File: src/rtl/riscv_mem_dump.sv
// Memory dump engine: reads a contiguous range of 64-bit words through a
// dedicated read port and streams them out byte by byte, little-endian.
module riscv_mem_dump #(
  parameter int XLEN    = 64,
  parameter int DEPTH_W = 13
) (
  input  logic               i_riscv_core_clk,
  input  logic               i_riscv_core_rst_n,
  input  logic               i_riscv_dump_start,
  input  logic [DEPTH_W-1:0] i_riscv_dump_base,
  input  logic [DEPTH_W:0]   i_riscv_dump_count,
  output logic               o_riscv_dump_mem_re,
  output logic [DEPTH_W-1:0] o_riscv_dump_mem_addr,
  input  logic [XLEN-1:0]    i_riscv_dump_mem_rdata,
  output logic               o_riscv_dump_tx_valid,
  output logic [7:0]         o_riscv_dump_tx_data,
  input  logic               i_riscv_dump_tx_ready,
  output logic               o_riscv_dump_busy,
  output logic               o_riscv_dump_core_hold,
  output logic               o_riscv_dump_done,
  output logic [2:0]         o_riscv_dump_dbg_state
);

  localparam logic [2:0] S_IDLE = 3'd0;
  localparam logic [2:0] S_READ = 3'd1;
  localparam logic [2:0] S_WAIT = 3'd2;
  localparam logic [2:0] S_SEND = 3'd3;
  localparam logic [2:0] S_DONE = 3'd4;

  localparam logic [DEPTH_W:0]   ONE_CNT  = {{DEPTH_W{1'b0}}, 1'b1};
  localparam logic [DEPTH_W-1:0] ONE_ADDR = {{(DEPTH_W-1){1'b0}}, 1'b1};

  logic [2:0]         state_q, state_d;
  logic [DEPTH_W-1:0] addr_q, addr_d;
  logic [DEPTH_W:0]   remaining_q, remaining_d;
  logic [XLEN-1:0]    shreg_q, shreg_d;
  logic [2:0]         byte_cnt_q, byte_cnt_d;

  // tx handshake: a byte transfers on a rising edge where tx_valid && tx_ready;
  // once tx_valid is raised, tx_valid and tx_data hold until that transfer.
  always_comb begin
    state_d     = state_q;
    addr_d      = addr_q;
    remaining_d = remaining_q;
    shreg_d     = shreg_q;
    byte_cnt_d  = byte_cnt_q;
    case (state_q)
      S_IDLE: begin
        if (i_riscv_dump_start) begin
          if (i_riscv_dump_count == '0) begin
            state_d = S_DONE;
          end else begin
            addr_d      = i_riscv_dump_base;
            remaining_d = i_riscv_dump_count;
            state_d     = S_READ;
          end
        end
      end
      S_READ: state_d = S_WAIT;
      S_WAIT: begin
        shreg_d    = i_riscv_dump_mem_rdata;
        byte_cnt_d = 3'd0;
        state_d    = S_SEND;
      end
      S_SEND: begin
        if (i_riscv_dump_tx_ready) begin
          shreg_d    = shreg_q >> 8;
          byte_cnt_d = byte_cnt_q + 3'd1;
          // Last byte of the word: advance to the next word index (wraps naturally).
          if (byte_cnt_q == 3'd7) begin
            remaining_d = remaining_q - ONE_CNT;
            addr_d      = addr_q + ONE_ADDR;
            state_d     = (remaining_q != ONE_CNT) ? S_READ : S_DONE;
          end
        end
      end
      S_DONE:  state_d = S_IDLE;
      default: state_d = S_IDLE;
    endcase
  end

  always_ff @(posedge i_riscv_core_clk) begin
    if (!i_riscv_core_rst_n) begin
      state_q     <= S_IDLE;
      addr_q      <= '0;
      remaining_q <= '0;
      shreg_q     <= '0;
      byte_cnt_q  <= '0;
    end else begin
      state_q     <= state_d;
      addr_q      <= addr_d;
      remaining_q <= remaining_d;
      shreg_q     <= shreg_d;
      byte_cnt_q  <= byte_cnt_d;
    end
  end

  assign o_riscv_dump_mem_re    = (state_q == S_READ);
  assign o_riscv_dump_mem_addr  = addr_q;
  assign o_riscv_dump_tx_valid  = (state_q == S_SEND);
  assign o_riscv_dump_tx_data   = shreg_q[7:0];
  assign o_riscv_dump_busy      = (state_q != S_IDLE);
  assign o_riscv_dump_core_hold = (state_q != S_IDLE);
  assign o_riscv_dump_done      = (state_q == S_DONE);
  assign o_riscv_dump_dbg_state = state_q;

endmodule

File: config.mk
export PLATFORM = sky130hd
export DESIGN_NAME = riscv_mem_dump
export DESIGN_NICKNAME = d
export VERILOG_FILES = /design/src/rtl/riscv_mem_dump.sv
export SDC_FILE = /design/constraint.sdc
export NUM_CORES = 1
export LEC_CHECK = 0
export ABC_AREA = 1
export BUFFER_PORTS_ARGS = -buffer_cell sky130_fd_sc_hd__buf_2
export CAP_MARGIN = 10
export CORE_MARGIN = 5
export CORE_UTILIZATION = 50
export DETAILED_ROUTE_END_ITERATION = 6
export PLACE_DENSITY = 0.87
export SYNTH_ARGS = -nofsm -noshare
export SYNTH_HDL_FRONTEND = slang
export SYNTH_SLANG_ARGS = --single-unit
File: constraint.sdc
create_clock -name i_riscv_core_clk -period 4 [get_ports i_riscv_core_clk]
set_input_delay 0.4 -clock i_riscv_core_clk [delete_from_list [all_inputs] [get_ports i_riscv_core_clk]]
set_output_delay 0.4 -clock i_riscv_core_clk [all_outputs]
set_load 0.02 [all_outputs]
==> results of run 1 <==
## registers in the layout, summed over array words and instances, names as in the netlist
register,flops
remaining_q,14
byte_cnt_q,3
shreg_q,64
o_riscv_dump_dbg_state,3
o_riscv_dump_mem_addr,13
## logic make-up (layout without fill, tap and decap cells)
kind of cell | count (synthesis) | count (layout)
flip-flops | 97 | 97
buffers and inverters | 95 | 184
XOR/XNOR | 1 | 1
AND/OR/NAND/NOR | 375 | 375
adder cells (fa/ha/maj) | 5 | 5
AO/OA/AOI/OAI | 176 | 176
## cell usage in the layout, fill, tap and decap left out, types with 3 or more instances in the layout
cell type	Yosys	layout
inv_1	35	35
buf_4	12	6
nand4_1	3	3
nand3_1	43	42
nor3_1	3	3
o21ai_1	7	7
a31oi_1	57	57
o21ai_0	72	72
buf_2	16	123
clkbuf_8	0	9
dfxtp_1	97	97
inv_2	3	3
a21oi_1	35	35
inv_6	0	3
nor2_1	67	66
ha_1	5	5
nand2_1	253	253
or2_2	3	3
## layer usage
layer,vias to the layer above,track usage,wire (um)
met5,-,0,0
met3,14,0.0403,740
li1,2635,-,-
met1,2280,0.272,5640
met4,0,0.0514,166
met2,151,0.328,5620
## area by class of cell
cell class | count | area share
Tap cell | 133 | 0.0294
Clock buffer | 9 | 0.0219
Multi-Input combinational cell | 557 | 0.449
Timing Repair Buffer | 129 | 0.117
Inverter | 39 | 0.0263
Clock inverter | 7 | 0.0146
Sequential cell | 97 | 0.343
## synth_stat cells
cell type  number  area [um2]
a21oi_1        35         175
o22ai_1         2        12.5
nor2_4          1        11.3
o21bai_1        1        7.51
nand3_1        43         215
xor2_1          1        8.76
nand2_1       253         950
o211ai_1        1        7.51
clkbuf_1       27         101
ha_1            5        62.6
nor3_1          3        15.0
buf_2          16        80.1
o21ai_0        72         360
buf_6           1        11.3
inv_2           3        11.3
nand2_2         1        6.26
o211a_1         1        10.0
dfxtp_1        97        1940
nor2_2          1        6.26
inv_4           1        6.26
nand4_1         3        18.8
buf_4          12        90.1
o21ai_1         7        35.0
or2_2           3        18.8
inv_1          35         131
a31oi_1        57         357
nor2_1         67         251
## power by group
| part | internal [uW] | switching [uW] | total, uW | leakage (uW) |
|---|---|---|---|---|
| clock network | 300 | 364 | 665 | 0.0000988 |
| logic | 552 | 1130 | 1680 | 0.00166 |
| registers | 1310 | 244 | 1560 | 0.000796 |
## worst reg2reg max path: cells and delay by family (launching register included)
family / cells / cell delay [ns]
compound gates: 3 / 0.35
flops: 1 / 0.47
buf+inv: 5 / 1.53
simple gates: 1 / 0.18
## worst paths after layout
| check | endpoint | cells after the start | slack [ns] | from |
|---|---|---|---|---|
| hold reg to reg | byte_cnt_q[1] | 2 | 0.47 | byte_cnt_q[1] |
| hold / removal | shreg_q[55] | 3 | 0.30 | i_riscv_dump_mem_rdata[55] |
| setup reg to reg | shreg_q[9] | 9 | 1.39 | o_riscv_dump_dbg_state[1] |
| setup / recovery | shreg_q[9] | 9 | 1.39 | o_riscv_dump_dbg_state[1] |
## stage by stage
step	setup slack, ns	utilization	cells	hold slack [ns]
floorplan	2.31	-	749	0.441
global placement	1.51	0.564	955	0.451
detailed placement	1.39	0.564	955	0.458
CTS	1.39	0.585	971	0.280
global route	1.09	0.585	971	0.278
finish	1.39	0.585	971	0.297
==> reports/qor.yml, run 1 <==
power_density_mw_per_mm2: 688
cpPeakStageDelay_ns: 0.52
drt_first_pass_iters: 5
yosysWarnings: 0
crit_chain: "inv_2 > nor2_4 > o21ai_1 > buf_4 > inv_2 > buf_4 > buf_4 > o21ai_0 > a31oi_1"
ios: 124
report.final.slew_viol_count: 0
cp.arrival_ns: 2.89
finalPower_uw: 3900
synth.distinct_cells: 27
dpl_cell_area_mm2: 0.00546
synth-adder-area-share: 0.0128
timing.final.crit_period_ns: 2.61
setup_viol: 0
final_area_mm2: 0.00567
outcome: "finished clean"
grt_max_degree: 102
multi_input_area_mm2: 0.00254
synth_top_family_by_area: "simple AND/OR/NAND/NOR gates"
die_area_mm2: 0.0119
cts_resized: 0
endpoint_kind: "register"
hpwlAfterDp_um: 8300
vias: 5080
antenna_found_initial: 0
cts_setup_buffers: 0
gr-usage-all-layers: 0.201
root_buffer: "clkbuf_8"
cp.required_ns: 4.28
synth_cells: 749
rows: 36
hold_viol: 0
start_util: 0.506
synth-simple-area-share: 0.304
crit_fanout: 56
clk_pin_slew_worst_paths_ns: 0.10
fillCellCount: 948
fin_nets: 933
clk_latency_ns: 0.35
synth-compound-area-share: 0.197
die_h_um: 109
path_class: "reg -> reg"
grt_pass1_vias: 4528
slew_headroom: 0.349
syn-cell-area_mm2: 0.00490
cp_top_family: "buffers and inverters"
grt_pass1_wl_um: 19700
clock_sinks: 97
syn_to_final_growth_pct: 15.6
finClkSkew_ns: 0.00891
htree_levels: 3
maxCapViolCount: 0
hold_class: "in -> reg"
clock_path_buffers: 2
leakage_uw: 0.00256
synthMuxAreaShare: 0
ctsHoldBuffers: 0
slowest_stage: "buf_4"
synth-seq-cells: 97
tightest_slew_ns: 0.976
start_kind: "register"
die_w_um: 109
vdd_drop_max_mv: 0.509
drtIter0Drc: 365
crit_top_cell: "buf_4"
min_period_over_period: 0.653
synthXorXnorAreaFrac: 0.00179
worst-path-buf-inv: 5
drive_gt1_frac: 0.187
final-seq-area_mm2: 0.00194
routed_wirelength_um: 12200
cts_tree: "built"
fin_setup_tns_ns: 0
cts_buffers: 9
drt.antenna.violating_nets: 0
core_area_mm2: 0.00968
route.detailed.drc: 0
gp_congestion: 0.904
grt_overflow: 0
rsz0062_at_grt: "no"
vias_per_cell: 5.23
synth-seq-area-share: 0.396
syn_nets: 849
wire_per_inst_um: 12.5
fmax_mhz: 383
port_buffers: 123
avgSynthCellArea_um2: 6.54
diodes: 0
No activity file was read; power rests on OpenSTA's default activity.
==> run 2: changes to the inputs <==
--- a/config.mk
+++ b/config.mk
@@ -9,7 +9,7 @@
 export BUFFER_PORTS_ARGS = -buffer_cell sky130_fd_sc_hd__buf_2
 export CAP_MARGIN = 10
 export CORE_MARGIN = 5
-export CORE_UTILIZATION = 50
+export CORE_UTILIZATION = 48
 export DETAILED_ROUTE_END_ITERATION = 6
 export PLACE_DENSITY = 0.87
 export SYNTH_ARGS = -nofsm -noshare
==> constraint.sdc (replaced) <==
create_clock -name i_riscv_core_clk -period 2.2 [get_ports i_riscv_core_clk]
set_input_delay 0.22 -clock i_riscv_core_clk [delete_from_list [all_inputs] [get_ports i_riscv_core_clk]]
set_output_delay 0.22 -clock i_riscv_core_clk [all_outputs]
set_load 0.02 [all_outputs]
==> run 2 against run 1 <==
Effect of this change:
- power rose by 82%
- global-route usage down 1.1 points
- sequential share of layout area is 0.28 points lower
- design area is 0.82% higher
- via count is 0.41% lower
- worst hold slack lost 0.18 ns
- clock skew grew 0.0051 ns
- utilization down 0.60 points
- sequential cell count unchanged
- register-to-register slack got worse by 1.0 ns
- worst setup slack got worse by 1.1 ns
- largest power group unchanged
==> reports/qor.yml, run 2 (same netlist as run 1, synthesis figures left out) <==
outcome: "finished clean"
drtIter0Drc: 390  # +6.8%
crit_chain: "nand2_1 > nor2_4 > buf_12 > buf_2"
min_path_cells: 3  # unchanged
final_cell_mix: "nand2_1, buf_2, dfxtp_1"
final-seq-area_mm2: 0.00194  # unchanged
final_common_cell: "nand2_1"
vias_per_cell: 5.20  # -0.52%
grt_max_degree: 116  # +14%
whs_ns: 0.114  # -0.183 ns
fin_nets: 934  # +0.11%
cts_tree: "built"
maxCapViolCount: 0  # unchanged
cts_buffers: 9  # unchanged
drt_first_pass_iters: 5  # unchanged
hold_class: "in -> reg"
finClkSkew_ns: 0.0141  # +0.00515 ns
worst-path-buf-inv: 2  # -3
cts_setup_buffers: 0  # unchanged
drive_gt1_frac: 0.188  # +0.000969
ios: 124  # unchanged
root_buffer: "clkbuf_8"
cp.arrival_ns: 1.71  # -1.18 ns
multi_input_area_mm2: 0.00254  # unchanged
grt_pass1_vias: 4456  # -1.6%
ctsHoldBuffers: 0  # unchanged
start_util: 0.497  # -0.00925
cts_resized: 0  # unchanged
die_w_um: 111  # +1.9%
power_density_mw_per_mm2: 1250  # +81%
worst_r2r_path_depth: 11  # +2
clock_sinks: 97  # unchanged
port_buffers: 123  # unchanged
cpPeakStageDelay_ns: 0.47  # -0.05 ns
crit_fanout: 101  # +80%
fmax_mhz: 518
vdd_drop_max_mv: 0.967  # +90%
die_h_um: 111  # +1.9%
vias: 5059  # -0.41%
timing.final.crit_period_ns: 1.93
min_period_over_period: 0.877
wire_per_inst_um: 12.6  # +0.80%
syn_to_final_growth_pct: 16.5
largest_register_ffs: 64  # unchanged
fin_setup_tns_ns: 0  # unchanged
hold_viol: 0  # unchanged
largest-register: "shreg_q"
report.final.slew_viol_count: 0  # unchanged
setup_viol: 0  # unchanged
htree_levels: 3  # unchanged
fillCellCount: 982  # +3.6%
finalPower_uw: 7110  # +82%
tightest_slew_ns: 1.01  # +0.0306 ns
die_area_mm2: 0.0123  # +3.8%
clk_latency_ns: 0.35  # about the same
grt_pass1_wl_um: 20200  # +2.7%
hpwlAfterDp_um: 8410  # +1.4%
route.detailed.drc: 0  # unchanged
clk_pin_slew_worst_paths_ns: 0.11  # about the same
slew_headroom: 0.328  # -0.0211
gp_congestion: 0.869  # -3.9%
leakage_uw: 0.00257  # +0.69%
start_kind: "register"
path_class: "reg -> out"
drt.antenna.violating_nets: 0  # unchanged
slowest_stage: "dfxtp_1"
gr-usage-all-layers: 0.189  # -0.0114
rows: 36  # unchanged
antenna_found_initial: 0  # unchanged
routed_wirelength_um: 12300  # +0.90%
cp.required_ns: 1.98  # -2.30 ns
endpoint_kind: "output pin"
clock_path_buffers: 2  # unchanged
rsz0062_at_grt: "no"
cp.depth: 4  # -5
core_area_mm2: 0.00986  # +1.9%
grt_overflow: 0  # unchanged
cp_top_family: "buffers and inverters"
diodes: 0  # unchanged
## run 2: worst paths after layout
kind / from / slack, ns / endpoint
max reg2reg: byte_cnt_q[0] / 0.39 / o_riscv_dump_mem_addr[11]
max: o_riscv_dump_dbg_state[1] / 0.27 / o_riscv_dump_tx_valid
min: i_riscv_dump_mem_rdata[55] / 0.11 / shreg_q[55]
min reg2reg: shreg_q[56] / 0.46 / shreg_q[56]
## run 2: stage by stage
step / cells / utilization / area (um2) / setup WS, ns
6_report: 972 / 0.579 / 5710 / 0.270
2_1_floorplan: 749 / - / 4900 / 0.527
4_1_cts: 972 / 0.579 / 5710 / 0.241
5_1_grt: 972 / 0.579 / 5710 / 0.111
3_5_place_dp: 956 / 0.559 / 5520 / 0.372
3_3_place_gp: 956 / 0.559 / 5520 / 0.443
## run 2: power breakdown
group	switching, uW	internal, uW
sequential	437	2380
combinational	2060	1090
clock	668	471
## run 2: worst min-delay path, cell delays in order
cell and delay, ns:
buf_2 0.09, nand2_1 0.05, a31oi_1 0.07
## run 2: area by class of cell
class / count / share of cell area
clock buffer: 10 / 0.0241
clock inverter: 6 / 0.0101
inverter: 39 / 0.0261
multi-input combinational: 557 / 0.445
sequential: 97 / 0.340
tap: 133 / 0.0291
timing repair buffer: 130 / 0.126
## run 2: layer usage
layer  track usage  wire [um]  vias up
met5             0          0        -
met4        0.0552        125        0
met3        0.0360        625       10
met2         0.310       5670      119
met1         0.255       5850     2291
li1              -          -     2639
